==> src/rtl/mux_reg_pipe.sv <==
// mux_reg_pipe
// Tapped register delay line with an output mux. Data enters stage 0 on
// every clock-enabled edge and moves one stage deeper per enabled edge.
// The output either bypasses the chain (SEL=0) or reads the stage picked
// by TAP (SEL=1). A TAP value past the last stage reads the last stage.
//
// Parameters
//   WIDTH  data width, 1..48
//   DEPTH  number of stages, 1..8 (FILL is 4 bits wide)
//   TW     width of TAP, 2**TW >= DEPTH
//
// Ports
//   clk      rising-edge clock
//   rst      synchronous active-low reset, clears data and valid bits
//   CE       enable for the whole chain
//   SEL      0: OUT follows D combinationally, 1: OUT reads stage TAP
//   FLUSH    clears all valid bits, data registers hold
//   TAP      stage index used when SEL=1
//   D/D_VLD  data in and its qualifier
//   OUT/OUT_VLD  selected data and its qualifier
//   FILL     number of stages holding valid data
module mux_reg_pipe #(
  parameter int WIDTH = 18,
  parameter int DEPTH = 4,
  parameter int TW    = 3
) (
  input  logic             clk,
  input  logic             rst,
  input  logic             CE,
  input  logic             SEL,
  input  logic             FLUSH,
  input  logic [TW-1:0]    TAP,
  input  logic [WIDTH-1:0] D,
  input  logic             D_VLD,
  output logic [WIDTH-1:0] OUT,
  output logic             OUT_VLD,
  output logic [3:0]       FILL
);

  logic [DEPTH-1:0][WIDTH-1:0] stg;
  logic [DEPTH-1:0]            vld;

  // Values each stage takes on a shifting edge.
  logic [DEPTH-1:0][WIDTH-1:0] stg_sh;
  logic [DEPTH-1:0]            vld_sh;

  assign stg_sh[0] = D;
  assign vld_sh[0] = D_VLD;

  for (genvar g = 1; g < DEPTH; g++) begin : g_shift
    assign stg_sh[g] = stg[g-1];
    assign vld_sh[g] = vld[g-1];
  end

  always_ff @(posedge clk) begin
    if (!rst) begin
      stg <= '0;
      vld <= '0;
    end else if (FLUSH) begin
      // Data is left in place; only the qualifiers are dropped, and the
      // word presented on this edge is not captured.
      vld <= '0;
    end else if (CE) begin
      stg <= stg_sh;
      vld <= vld_sh;
    end
  end

  // Out-of-range taps read the deepest stage.
  logic [TW-1:0] tap_c;
  assign tap_c = (TAP > TW'(DEPTH - 1)) ? TW'(DEPTH - 1) : TAP;

  // Priority-free select: exactly one stage matches the clamped tap, so a
  // chain of 2:1 muxes seeded with zero yields that stage.
  logic [DEPTH:0][WIDTH-1:0] sel_d;
  logic [DEPTH:0]            sel_v;

  assign sel_d[0] = '0;
  assign sel_v[0] = 1'b0;

  for (genvar g = 0; g < DEPTH; g++) begin : g_tap
    assign sel_d[g+1] = (tap_c == TW'(g)) ? stg[g] : sel_d[g];
    assign sel_v[g+1] = (tap_c == TW'(g)) ? vld[g] : sel_v[g];
  end

  assign OUT     = SEL ? sel_d[DEPTH] : D;
  assign OUT_VLD = SEL ? sel_v[DEPTH] : D_VLD;

  // Population count of the valid bits.
  logic [DEPTH:0][3:0] fill_acc;

  assign fill_acc[0] = 4'd0;

  for (genvar g = 0; g < DEPTH; g++) begin : g_fill
    assign fill_acc[g+1] = fill_acc[g] + {3'b000, vld[g]};
  end

  assign FILL = fill_acc[DEPTH];

endmodule

==> config.mk <==
export PLATFORM = sky130hd
export DESIGN_NAME = mux_reg_pipe
export DESIGN_NICKNAME = d
export VERILOG_FILES = /design/src/rtl/mux_reg_pipe.sv
export SDC_FILE = /design/constraint.sdc
export NUM_CORES = 1
export LEC_CHECK = 0
export CAP_MARGIN = 20
export CORE_AREA = 4 4 89 91
export CTS_BUF_LIST = sky130_fd_sc_hd__clkbuf_8 sky130_fd_sc_hd__clkbuf_16
export DETAILED_ROUTE_END_ITERATION = 10
export DIE_AREA = 0 0 93 95
export GPL_TIMING_DRIVEN = 0
export PLACE_DENSITY = 0.86
export SLEW_MARGIN = 0
export SYNTH_ARGS = -nofsm -noshare
export SYNTH_HDL_FRONTEND = slang
export SYNTH_SLANG_ARGS = --single-unit
==> constraint.sdc <==
create_clock -name clk -period 4.2 [get_ports clk]
set_input_delay 1.26 -clock clk [delete_from_list [all_inputs] [get_ports clk]]
set_output_delay 1.26 -clock clk [all_outputs]
set_load 0.03 [all_outputs]
==> results.json <==
{
  "cp_max_fo": 10,
  "setup_viol": 0,
  "hold_buffers": 0,
  "crit_start": "TAP[2]",
  "regArea_um2": 1521,
  "antenna_cells": 0,
  "clkTransAtPathRegs_ps": 70,
  "dr.pass1.iters": 5,
  "maxCapViolCount": 0,
  "syn_avg_cell_area_um2": 8.365,
  "min_from": "stg[63]",
  "tritoncts": "yes",
  "antenna_found_initial": 0,
  "fmax_mhz": 238.6,
  "rows": 31,
  "hpwl_um": 6366,
  "setup-tns-final_ps": 0,
  "io_buffers": 46,
  "min_period_ps": 4191,
  "critPathSlowestCell": "clkdlybuf4s50_1",
  "grt_pass1_vias": 2995,
  "drtIter0Drc": 245,
  "synth.yosys.seq_area_share": 0.4240,
  "crit_arrival_ps": 2930,
  "drive_gt1_frac": 0.1524,
  "grt_setup_unrepaired": "false",
  "clk_latency_ps": 350,
  "cts_sinks": 76,
  "grt_usage": 0.2086,
  "ios": 50,
  "crit_required_ps": 2940,
  "whs_path_depth": 2,
  "worstSetupPathType": "in2out",
  "wl_um": 8943,
  "rr_startpoint": "stg[42]",
  "syn_nets": 459,
  "cts_root_buffer": "clkbuf_8",
  "min_period_over_period": 0.9977,
  "via_count": 3160,
  "final_cell_mix": "nand2_1, dfxtp_1, a21boi_1",
  "r2r_cells": 2,
  "remaining_drc_errors": 0,
  "clk_path_buf_depth": 2,
  "grt_max_degree": 12,
  "fin_worst_skew_ps": 8.535,
  "status": "completed",
  "power-per-cell-area_nw_per_um2": 344.5,
  "multi_input_area_um2": 1827,
  "core_um2": 7137,
  "vias_per_cell": 5.347,
  "grt_pass1_wl_um": 14340,
  "wl_per_cell_um": 15.13,
  "layout_commonest_cell": "nand2_1",
  "area_growth_pct": 22.91,
  "finish.utilization": 0.6180,
  "numCtsBuffers": 9,
  "worstMarginPinSlew_ps": 508.5,
  "floorplan.initialDensity": 0.5028,
  "die_h_um": 95,
  "htreeDepth": 3,
  "dieArea_um2": 8835,
  "syn_inst": 429,
  "max_slew_margin": 0.6610,
  "slowest_delay_ps": 550,
  "nNetsFinal": 518,
  "total_leakage_power_nw": 1.683,
  "place.gp.congestion": 0.8437,
  "end_kind": "output port",
  "overflow": 0,
  "finalHoldViolCount": 0,
  "ys_seq_elements": 76,
  "yosysUniqueCellTypes": 23,
  "ant_nets": 0,
  "nFillCells": 622,
  "slew_violations": 0,
  "syn_area_um2": 3588,
  "critPathLaunchType": "input port",
  "yosysWarnings": 0,
  "ir_drop_v": 0.0002047,
  "min_path_type": "reg2reg",
  "crit_chain": "clkdlybuf4s50_1 -> nor3b_4 -> buf_12 -> buf_6 -> a21oi_1 -> o221a_2 -> clkdlybuf4s15_2",
  "die_x_um": 93
}
-- logic make-up (layout without fill, tap and decap cells) --
group	after synthesis	count (layout)	synth area share
simple gates	173	173	0.1900
compound gates	111	111	0.2388
flops	76	76	0.4240
buf+inv	42	105	0.06938
mux	23	23	0.06416
fa+ha+maj	3	3	0.01255
other cells	1	1	0.001045
-- through the flow --
stage	hold slack [ps]	cells	area, um2	setup WS (ps)	power, mW
6_report	456.3	591	4410	9.467	1.520
5_1_grt	481.4	591	4410	11.45	1.571
4_1_cts	458.5	591	4404	24.44	1.521
3_5_place_dp	449.2	574	4173	-497.7	1.005
3_3_place_gp	440.6	574	4173	-459.6	1.002
2_1_floorplan	435.2	429	3588	866.4	0.9109
-- layer usage --
layer  part of all wire  GRT usage  vias up
met4              0.022    0.09768        0
li1                   -          -     1557
met5                  0          0        -
met1               0.44     0.2590     1486
met2               0.48     0.3485      102
met3              0.057    0.04143       15
-- state kept, by name (all words and copies together), names as in the netlist --
register and cells:
vld 4, stg 72
-- cells in the mapped netlist, drive strengths merged --
| master | number | share of area |
|---|---|---|
| nand2 | 145 | 0.15 |
| dfxtp | 76 | 0.42 |
| a21boi | 72 | 0.15 |
| buf | 29 | 0.056 |
| mux2i | 23 | 0.064 |
| nor2 | 23 | 0.024 |
| a21oi | 19 | 0.026 |
| o221a | 19 | 0.060 |
| clkbuf | 8 | 0.0084 |
| inv | 5 | 0.0052 |
| ha | 2 | 0.0070 |
| nand2b | 2 | 0.0035 |
| a21o | 1 | 0.0021 |
| conb | 1 | 0.0010 |
| fa | 1 | 0.0056 |
| nand4bb | 1 | 0.0031 |
| nor2b | 1 | 0.0017 |
| nor3b | 1 | 0.0052 |
-- worst max-delay path: cells and delay by family --
kind | cells | cell delay (ps)
buffers and inverters | 4 | 1120
AOI/OAI and AO/OA | 2 | 470
and+or+nand+nor | 1 | 70
-- what timing repair did --
action / 4_1_cts / 5_1_grt
resized for setup: 50 / 2
pin swaps: 1 / 0
gates cloned: 1 / 0
buffers inserted: 1 / 0
endpoints found under the setup margin: 19 / 10
-- worst paths after layout --
check             endpoint  slack, ps
setup reg to reg   stg[42]       3510
setup / recovery   OUT[10]          9
hold / removal     stg[63]        460
hold reg to reg    stg[63]        460
-- area by class of cell --
type	instances	area share
well taps	99	0.02809
inverters	5	0.004255
clock inverters	5	0.01050
repair buffers	48	0.1115
plain buffers	37	0.05532
flip-flops and latches	76	0.3450
clock buffers	10	0.03121
multi-input cells	311	0.4142
-- power by group --
group / internal, mW / switching (mW) / total, mW
Combinational: 0.109 / 0.135 / 0.243
Sequential: 0.732 / 0.00967 / 0.742
Clock: 0.280 / 0.254 / 0.534
(Power assumes the default switching activity.)
